File: config.mk
export PLATFORM = sky130hd
export DESIGN_NAME = parity_check_rx_flat
export DESIGN_NICKNAME = d
export VERILOG_FILES = /design/src/rtl/parity_check_rx_if.sv /design/src/rtl/parity_check_rx.sv /design/src/flat_wrapper.sv
export SDC_FILE = /design/constraint.sdc
export NUM_CORES = 1
export LEC_CHECK = 0
export BUFFER_PORTS_ARGS = -buffer_cell sky130_fd_sc_hd__buf_2
export CAP_MARGIN = 20
export CORE_ASPECT_RATIO = 1.2
export CORE_MARGIN = 2
export CORE_UTILIZATION = 55
export CTS_BUF_LIST = sky130_fd_sc_hd__clkbuf_4
export CTS_CLUSTER_SIZE = 14
export DETAILED_ROUTE_END_ITERATION = 6
export GPL_ROUTABILITY_DRIVEN = 0
export PLACE_DENSITY_LB_ADDON = 0.15
export SETUP_SLACK_MARGIN = 0.2
export SLEW_MARGIN = 10
export SYNTH_ARGS = -nofsm -noshare
export SYNTH_HDL_FRONTEND = slang
export SYNTH_SLANG_ARGS = --single-unit
File: constraint.sdc
create_clock -name clk -period 4 [get_ports clk]
set_input_delay 0.8 -clock clk [delete_from_list [all_inputs] [get_ports clk]]
set_output_delay 0.8 -clock clk [all_outputs]
set_load 0.05 [all_outputs]
File: src/rtl/parity_check_rx_if.sv
// Signal bundle between the serial line / byte consumer and parity_check_rx.
// Carries the bit strobe, the valid/ready byte output and the status readback.
interface parity_check_rx_if #(
    parameter int unsigned DATA_W = 8,
    parameter int unsigned CNT_W  = 8
) ();
    logic              bit_en;
    logic              serial_in;
    logic              out_ready;
    logic              clr_stats;
    logic              out_valid;
    logic [DATA_W-1:0] out_data;
    logic              out_par_err;
    logic              out_frm_err;
    logic              busy;
    logic [CNT_W-1:0]  err_count;
    logic              overrun;

    // Line driver and byte consumer
    modport master (
        output bit_en, serial_in, out_ready, clr_stats,
        input  out_valid, out_data, out_par_err, out_frm_err, busy, err_count, overrun
    );

    // Receiver
    modport slave (
        input  bit_en, serial_in, out_ready, clr_stats,
        output out_valid, out_data, out_par_err, out_frm_err, busy, err_count, overrun
    );
endinterface

File: src/rtl/parity_check_rx.sv
// Serial deframer for start/data/parity/stop frames with parity recheck,
// valid/ready byte output, saturating error counter and sticky overrun flag.
module parity_check_rx #(
    parameter int unsigned DATA_W     = 8,
    parameter int unsigned PARITY_ODD = 0,
    parameter int unsigned CNT_W      = 8
) (
    input  logic             clk,
    input  logic             rst,
    parity_check_rx_if.slave rx_bus
);
    localparam int unsigned      IDX_W    = (DATA_W > 1) ? $clog2(DATA_W) : 1;
    localparam logic [IDX_W-1:0] LAST_IDX = IDX_W'(DATA_W - 1);
    localparam logic             ODD_BIT  = (PARITY_ODD != 0);
    localparam logic [CNT_W-1:0] CNT_MAX  = {CNT_W{1'b1}};

    localparam logic [1:0] S_IDLE   = 2'd0;
    localparam logic [1:0] S_DATA   = 2'd1;
    localparam logic [1:0] S_PARITY = 2'd2;
    localparam logic [1:0] S_STOP   = 2'd3;

    logic [1:0]        state_q,       state_d;
    logic [IDX_W-1:0]  idx_q,         idx_d;
    logic [DATA_W-1:0] shift_q,       shift_d;
    logic              acc_q,         acc_d;
    logic              par_err_q,     par_err_d;
    logic              busy_q,        busy_d;
    logic              out_valid_q,   out_valid_d;
    logic [DATA_W-1:0] out_data_q,    out_data_d;
    logic              out_par_err_q, out_par_err_d;
    logic              out_frm_err_q, out_frm_err_d;
    logic [CNT_W-1:0]  err_cnt_q,     err_cnt_d;
    logic              overrun_q,     overrun_d;

    logic              frame_done_c;
    logic              stop_err_c;
    logic              accept_c;
    logic              load_c;
    logic              frame_bad_c;

    // Deframer: only bit_en cycles move the FSM; everything else holds
    always_comb begin
        state_d      = state_q;
        idx_d        = idx_q;
        shift_d      = shift_q;
        acc_d        = acc_q;
        par_err_d    = par_err_q;
        frame_done_c = 1'b0;
        stop_err_c   = 1'b0;

        if (rx_bus.bit_en) begin
            case (state_q)
                S_IDLE: begin
                    if (!rx_bus.serial_in) begin
                        state_d = S_DATA;
                        idx_d   = '0;
                        acc_d   = 1'b0;
                    end
                end
                S_DATA: begin
                    shift_d[idx_q] = rx_bus.serial_in;
                    acc_d          = acc_q ^ rx_bus.serial_in;
                    if (idx_q == LAST_IDX) begin
                        state_d = S_PARITY;
                    end else begin
                        idx_d = idx_q + IDX_W'(1);
                    end
                end
                S_PARITY: begin
                    par_err_d = ((acc_q ^ rx_bus.serial_in) != ODD_BIT);
                    state_d   = S_STOP;
                end
                S_STOP: begin
                    // A low stop bit is flagged but the hunt restarts at the next strobe
                    frame_done_c = 1'b1;
                    stop_err_c   = ~rx_bus.serial_in;
                    state_d      = S_IDLE;
                end
                default: begin
                    state_d = S_IDLE;
                end
            endcase
        end
    end

    // Output holding register and status counters
    always_comb begin
        out_valid_d   = out_valid_q;
        out_data_d    = out_data_q;
        out_par_err_d = out_par_err_q;
        out_frm_err_d = out_frm_err_q;
        err_cnt_d     = err_cnt_q;
        overrun_d     = overrun_q;
        busy_d        = (state_d != S_IDLE);

        accept_c    = out_valid_q & rx_bus.out_ready;
        load_c      = frame_done_c & (~out_valid_q | rx_bus.out_ready);
        frame_bad_c = par_err_q | stop_err_c;

        if (load_c) begin
            out_valid_d   = 1'b1;
            out_data_d    = shift_q;
            out_par_err_d = par_err_q;
            out_frm_err_d = stop_err_c;
        end else if (accept_c) begin
            out_valid_d = 1'b0;
        end

        // Completed frame with the previous byte still unaccepted is dropped
        if (frame_done_c && out_valid_q && !rx_bus.out_ready) begin
            overrun_d = 1'b1;
        end

        if (frame_done_c && frame_bad_c && (err_cnt_q != CNT_MAX)) begin
            err_cnt_d = err_cnt_q + CNT_W'(1);
        end

        if (rx_bus.clr_stats) begin
            err_cnt_d = '0;
            overrun_d = 1'b0;
        end
    end

    always_ff @(posedge clk) begin
        if (rst) begin
            state_q       <= S_IDLE;
            idx_q         <= '0;
            shift_q       <= '0;
            acc_q         <= 1'b0;
            par_err_q     <= 1'b0;
            busy_q        <= 1'b0;
            out_valid_q   <= 1'b0;
            out_data_q    <= '0;
            out_par_err_q <= 1'b0;
            out_frm_err_q <= 1'b0;
            err_cnt_q     <= '0;
            overrun_q     <= 1'b0;
        end else begin
            state_q       <= state_d;
            idx_q         <= idx_d;
            shift_q       <= shift_d;
            acc_q         <= acc_d;
            par_err_q     <= par_err_d;
            busy_q        <= busy_d;
            out_valid_q   <= out_valid_d;
            out_data_q    <= out_data_d;
            out_par_err_q <= out_par_err_d;
            out_frm_err_q <= out_frm_err_d;
            err_cnt_q     <= err_cnt_d;
            overrun_q     <= overrun_d;
        end
    end

    assign rx_bus.out_valid   = out_valid_q;
    assign rx_bus.out_data    = out_data_q;
    assign rx_bus.out_par_err = out_par_err_q;
    assign rx_bus.out_frm_err = out_frm_err_q;
    assign rx_bus.busy        = busy_q;
    assign rx_bus.err_count   = err_cnt_q;
    assign rx_bus.overrun     = overrun_q;

endmodule

File: src/flat_wrapper.sv
// flat-port wrapper written by rule: the top's interface ports become plain ports
module parity_check_rx_flat 
#(
    parameter int unsigned DATA_W     = 8,
    parameter int unsigned PARITY_ODD = 0,
    parameter int unsigned CNT_W      = 8
)
  (clk, rst, rx_bus_bit_en, rx_bus_serial_in, rx_bus_out_ready, rx_bus_clr_stats, rx_bus_out_valid, rx_bus_out_data, rx_bus_out_par_err, rx_bus_out_frm_err, rx_bus_busy, rx_bus_err_count, rx_bus_overrun);
  parity_check_rx_if #(.DATA_W(DATA_W), .CNT_W(CNT_W)) rx_bus_i ();
  input  logic clk;
  input  logic rst;
  input wire logic [$bits(rx_bus_i.bit_en)-1:0] rx_bus_bit_en;
  input wire logic [$bits(rx_bus_i.serial_in)-1:0] rx_bus_serial_in;
  input wire logic [$bits(rx_bus_i.out_ready)-1:0] rx_bus_out_ready;
  input wire logic [$bits(rx_bus_i.clr_stats)-1:0] rx_bus_clr_stats;
  output wire logic [$bits(rx_bus_i.out_valid)-1:0] rx_bus_out_valid;
  output wire logic [$bits(rx_bus_i.out_data)-1:0] rx_bus_out_data;
  output wire logic [$bits(rx_bus_i.out_par_err)-1:0] rx_bus_out_par_err;
  output wire logic [$bits(rx_bus_i.out_frm_err)-1:0] rx_bus_out_frm_err;
  output wire logic [$bits(rx_bus_i.busy)-1:0] rx_bus_busy;
  output wire logic [$bits(rx_bus_i.err_count)-1:0] rx_bus_err_count;
  output wire logic [$bits(rx_bus_i.overrun)-1:0] rx_bus_overrun;
  assign rx_bus_i.bit_en = rx_bus_bit_en;
  assign rx_bus_i.serial_in = rx_bus_serial_in;
  assign rx_bus_i.out_ready = rx_bus_out_ready;
  assign rx_bus_i.clr_stats = rx_bus_clr_stats;
  assign rx_bus_out_valid = rx_bus_i.out_valid;
  assign rx_bus_out_data = rx_bus_i.out_data;
  assign rx_bus_out_par_err = rx_bus_i.out_par_err;
  assign rx_bus_out_frm_err = rx_bus_i.out_frm_err;
  assign rx_bus_busy = rx_bus_i.busy;
  assign rx_bus_err_count = rx_bus_i.err_count;
  assign rx_bus_overrun = rx_bus_i.overrun;
  parity_check_rx #(.DATA_W(DATA_W), .PARITY_ODD(PARITY_ODD), .CNT_W(CNT_W)) u_core (.clk(clk), .rst(rst), .rx_bus(rx_bus_i));
endmodule
== After elaboration in Yosys (flattened, before gate mapping) ==
Index checks and enable logic that the tools add are counted.

* Register bits after elaboration: 36
* Word-level logic and storage cells: 63

* $add $sub $neg: 2
* $lt $le $gt $ge: 2
* Eq/ne operators: 7
* Multiplexer cells: 18
* Bitwise gates (word level): 7
* Reduce and logical (&&, ||, !) cells: 15

{| class="wikitable"
|+ Operator list
! cell !! number
|-
| adder 8 x 1 -> 8 bit (second input constant) || 1
|-
| bitwise mux 8 bit || 1
|-
| two-way mux 1 bit || 8
|-
| != test 8 bit (second input constant) || 1
|-
| case mux 2 bit (4 select lines) || 1
|-
| two-way mux 2 bit || 3
|-
| two-way mux 3 bit || 2
|-
| case mux 3 bit (2 select lines) || 1
|-
| nonzero test 2 bit || 3
|-
| logical AND 1 bit || 5
|-
| equality test 2 bit (second input constant) || 2
|-
| less-than comparator 3 x 4 -> 1 bit (second input constant) || 1
|-
| != test 2 bit (second input constant) || 2
|-
| AND reduction 2 bit || 2
|-
| AND reduction 4 bit || 1
|-
| adder 3 x 1 -> 3 bit (second input constant) || 1
|-
| demux 1 bit (select 3 bit) || 1
|-
| equality test 3 bit (second input constant) || 1
|-
| >= comparator 3 x 1 -> 1 bit (second input constant) || 1
|-
| AND reduction 3 bit || 1
|-
| AND 1 bit || 2
|-
| equality test 2 x 1 -> 1 bit (second input constant) || 1
|-
| zero test 2 bit || 1
|-
| NOT 1 bit || 2
|-
| 5 further kinds || 6
|}

== Depth between registers and ports, before layout ==
* Depth after elaboration: 6
* Depth in mapped cells: 6
* Gate-level depth less buffers: 6

== Worst setup path before layout ==
No wires, ideal clock.

* Kind: reg2reg
* Start: register u_core.err_cnt_q[0] (netlist: u_core.rx_bus.err_count[0])
* End: register u_core.err_cnt_q[1] (netlist: u_core.rx_bus.err_count[1])
* Arrival time: 1.666 ns
* Required time: 3.874 ns
* Setup slack: 2.208 ns
* Stages on the path, launching flop included: 6
* Path through: dfxtp_1 -> ha_1 -> nand3_1 -> o211ai_4 -> mux2i_1 -> nor2_1

* Longest elaborated chain between the ends: 2
* Elaborated cells between the ends (all ways): 3
* Classes of those cells: add/sub (1); eq/ne (1); reduce/logical (1)

{| class="wikitable"
|+ RTL lines
! element !! RTL line !! source
|-
| from (decl) || parity_check_rx.sv:32 || <nowiki>logic [CNT_W-1:0] err_cnt_q, err_cnt_d;</nowiki>
|-
| from (signal assigned) || parity_check_rx.sv:149 || <nowiki>err_cnt_q <= err_cnt_d;</nowiki>
|-
| branches (longest 2 deep; another with adder 8 x 1 -> 8 bit) || n/a ||
|}

Several ways; the timed one is not identified.
A chain may end at the register's enable or synchronous reset.

== Worst setup path after layout ==
* Start: input port rx_bus_bit_en
* End: register u_core.out_data_q[5] (netlist: u_core.rx_bus.out_data[5])

* Longest elaborated chain between the ends: 2

{| class="wikitable"
|+ RTL lines
! element !! RTL line !! source
|-
| from (decl) || flat_wrapper.sv:12 || <nowiki>input wire logic [$bits(rx_bus_i.bit_en)-1:0] rx_bus_bit_en;</nowiki>
|-
| two-way mux 1 bit || parity_check_rx.sv:51 || <nowiki>if (rx_bus.bit_en) begin</nowiki>
|-
| AND 1 bit || parity_check_rx.sv:97 || <nowiki>load_c = frame_done_c & (~out_valid_q | rx_bus.out_ready);</nowiki>
|-
| to (signal assigned) || parity_check_rx.sv:146 || <nowiki>out_data_q <= out_data_d;</nowiki>
|-
| to (decl) || parity_check_rx.sv:29 || <nowiki>logic [DATA_W-1:0] out_data_q, out_data_d;</nowiki>
|}

No other way between the ends.

==> run summary <==
Slew Viols, Final = 0
GR Util met3 = 5.26%
Slew @ Worst Pin = 0.985 ns
RSZ-0062 raised after global routing = false
post-synthesis adder-cell area fraction = 2.38%
post-DR vias/cell = 5.53
number of synthesized flops with an enable pin = 0
critical path's slowest cell = nor3_2
crit start category = primary input
yosys warns = 0
VDD IR max = 273 uV
Final Critical Period = 2.01 ns
required time of the critical path = 4.23 ns
dominant cell type by area after synthesis = dfxtp_1
clock sink total = 36
Seq/Total Area, Yosys = 45.7%
drt drc = 0
1st-iter DRT viols = 35
FF/Latch Area = 721 um2
largest family of logic cells by synthesized area = simple AND/OR/NAND/NOR gates
critical path buffer and inverter count = 1
share of layout cells above drive strength 1 = 19.2%
first-pass GRT wire length = 5090 um
GR peak layer = met2
Async SR Flop Fraction = 0%
fin nets = 202
worst flop-to-flop path startpoint = u_core.state_q[0]
DIE AREA = 3310 um2
Tot GR Track Use = 20.8%
flop-to-flop setup slack = 2.04 ns
cts bufs inserted = 5
PwrDens = 324 nW/um2
#FFs+latches synth = 36
Clk pin slew, worst setup/hold paths = 0.10 ns
cells after synthesis = 170
delay-heaviest family, CP = simple AND/OR/NAND/NOR gates
DP Cell Count = 220
mean area per synthesized cell = 9.27 um2
Crit. path cell count = 5
Post-DP HPWL = 2130 um
post-synthesis compound-gate area fraction = 11.0%
worst path arrival time = 2.24 ns
Crit. End Element = register
mux share of post-synthesis cell area = 12.1%
fin util = 63.4%
grt met1 use = 22.5%
GR Layer Usage met2 = 35.5%
largest net degree at the start of global routing = 29
Detail Route Antenna Nets = 0
die height = 62.7 um
Layout fillers = 253
Critical Path Source = rx_bus_bit_en
crit path capture = u_core.rx_bus.out_data[5]
vias in the first global route = 1,229
worst path cell trace = buf_2 > nand2_1 > nor3_2 > mux2i_1 > nor2_1
Register-to-Register Path Depth = 4
leakage = 0.713 nW
# diodes = 0
I/O pins = 27
Final Setup Violations = 0
status = complete, no violations
Setup TNS Final = 0 ns
WS Path Type = in -> reg
Synth Area in XOR/XNOR = 1.11%
hold-fix buffers at CTS = 0
Hold Crit Class = reg -> reg
clk root buf = clkbuf_4
width of the chip = 52.9 um
Final Worst Setup Slack = 1.99 ns
area grow syn2layout = 11.0%
crit path max fanout = 10
syn_nets = 179
PortBufs = 26
DR vias = 1,256
multi-input combinational cell area = 797 um2
worst hold margin = 0.475 ns
first drt pass iteration count = 4
final cycle utilization of the critical path = 50.3%
ys flop type = dfxtp_1
Slew headroom = 34.0%
Worst Skew = 0.0132 ns
Worst Hold Depth = 2
setup bufs post-CTS = 0
mapped cell area = 1580 um2
max-cap violations = 0
CTS tree = yes
synth unique cells = 33
R2R Path End = u_core.rx_bus.out_data[5]
Final Hold Vio Count = 0
top cells by area, synth = dfxtp_1, mux2i_1, nor2_1
total congestion overflow = 0
clock tree buffer depth = 2
Synth top area share = 45.7%
simple-gate share of the synthesized area = 23.7%
Max Fclk = 497 MHz
DR WL/cell = 12.8 um
Routed WL = 2910 um
initial antenna violation count = 0
worst slack, placed = 1.62 ns
PostCTS Resize Cnt = 0
non-filler cells, final = 227
Initial Util = 57.1%
Std-Cell Rows = 21
Core Region = 2760 um2
clock latency on the worst-skew pair = 0.35 ns
htree depth = 2
max incr delay on CP = 0.82 ns
-- cell usage after synthesis, types with 2 or more instances --
cell and n:
nand2_1 6, o31ai_1 4, nor3_1 5, buf_4 3, mux2i_1 19, inv_1 4, a22oi_1 2, nor2_1 28
clkbuf_1 5, or4_1 3, o21ai_0 5, a21oi_1 11, nand3_1 6, nand3b_1 2, buf_1 2, nor2b_1 4
a211oi_1 2, or3_1 4, ha_1 3, nor3b_1 4, dfxtp_1 36
-- final cells by class --
cell class                      instances  area share, %
Timing Repair Buffer                   26           7.43
Clock inverter                          2          0.429
Clock buffer                            5           2.14
Sequential cell                        36           41.2
Tap cell                               34           2.43
Multi-Input combinational cell        120           45.5
Inverter                                4          0.858
-- placed cells by master (no fill, tap or decap) --
master | netlist | routed
clkinv_1 | 0 | 2
a211oi_1 | 2 | 2
nand4_1 | 1 | 1
buf_2 | 0 | 26
mux2i_1 | 19 | 19
o21ai_0 | 5 | 5
clkbuf_4 | 0 | 5
nand3b_1 | 2 | 2
or2_2 | 1 | 1
nand4b_1 | 1 | 1
o21ai_1 | 1 | 1
a22oi_1 | 2 | 2
o21bai_1 | 1 | 1
ha_1 | 3 | 3
nand2_1 | 6 | 6
nor2b_1 | 4 | 4
nor3_1 | 5 | 4
xor2_1 | 1 | 1
or3_1 | 4 | 4
nand2b_1 | 1 | 1
dfxtp_1 | 36 | 36
nor2_1 | 28 | 28
a21oi_1 | 11 | 11
nor3_2 | 0 | 1
o211ai_4 | 1 | 1
or4_1 | 3 | 3
nand4_4 | 1 | 1
nand3_1 | 6 | 6
nor3b_1 | 4 | 4
xnor2_1 | 1 | 1
o31ai_1 | 4 | 4
inv_1 | 4 | 4
and3_4 | 1 | 1
and4bb_2 | 1 | 1
-- metal layers --
layer	vias up	wire, um
li1	638	-
met1	590	1210
met2	22	1530
met3	6	126
met4	0	48
met5	-	0
-- how the worst min path moves through the flow --
stage / start / slack [ns] / end
after floorplan: u_core.shift_q[0] / 0.44 / u_core.shift_q[0]
after global placement: u_core.rx_bus.overrun / 0.45 / u_core.rx_bus.overrun
after detailed placement: u_core.rx_bus.overrun / 0.46 / u_core.rx_bus.overrun
after CTS: u_core.rx_bus.overrun / 0.48 / u_core.rx_bus.overrun
after global routing: u_core.rx_bus.overrun / 0.49 / u_core.rx_bus.overrun
final: u_core.rx_bus.overrun / 0.48 / u_core.rx_bus.overrun
-- registers in the layout, summed over array words and instances (netlist names) --
| register | count |
|---|---|
| u_core.acc_q | 1 |
| u_core.idx_q | 3 |
| u_core.rx_bus.err_count | 8 |
| u_core.rx_bus.out_data | 8 |
| u_core.state_q | 2 |
| u_core.par_err_q | 1 |
| u_core.rx_bus.overrun | 1 |
| u_core.shift_q | 8 |
| u_core.rx_bus.out_frm_err | 1 |
| u_core.rx_bus.out_par_err | 1 |
| u_core.rx_bus.out_valid | 1 |
| u_core.rx_bus.busy | 1 |
-- worst reg2reg max path, cell delays in order, from the launching register on --
cell,delay [ns]
dfxtp_1,0.51
nand2_1,0.20
nor3_2,0.82
mux2i_1,0.28
nor2_1,0.05
-- logic make-up after synthesis --
| logic type | Yosys count |
|---|---|
| AO/OA/AOI/OAI | 27 |
| XOR/XNOR | 2 |
| adder cells (fa/ha/maj) | 3 |
| buffers and inverters | 14 |
| flip-flops | 36 |
| multiplexers | 19 |
| AND/OR/NAND/NOR | 69 |
-- power breakdown --
group / internal, mW / switching (mW) / total (mW)
clock: 0.0612 / 0.112 / 0.174
combinational: 0.00891 / 0.0187 / 0.0276
sequential: 0.361 / 0.00390 / 0.365
total: 0.431 / 0.135 / 0.566
-- per-stage QoR --
stage	power, mW	area [um2]
6_report	0.566	1750
5_1_grt	0.594	1750
4_1_cts	0.575	1750
3_5_place_dp	0.401	1710
3_3_place_gp	0.400	1710
2_1_floorplan	0.394	1580
(Power assumes the default switching activity.)
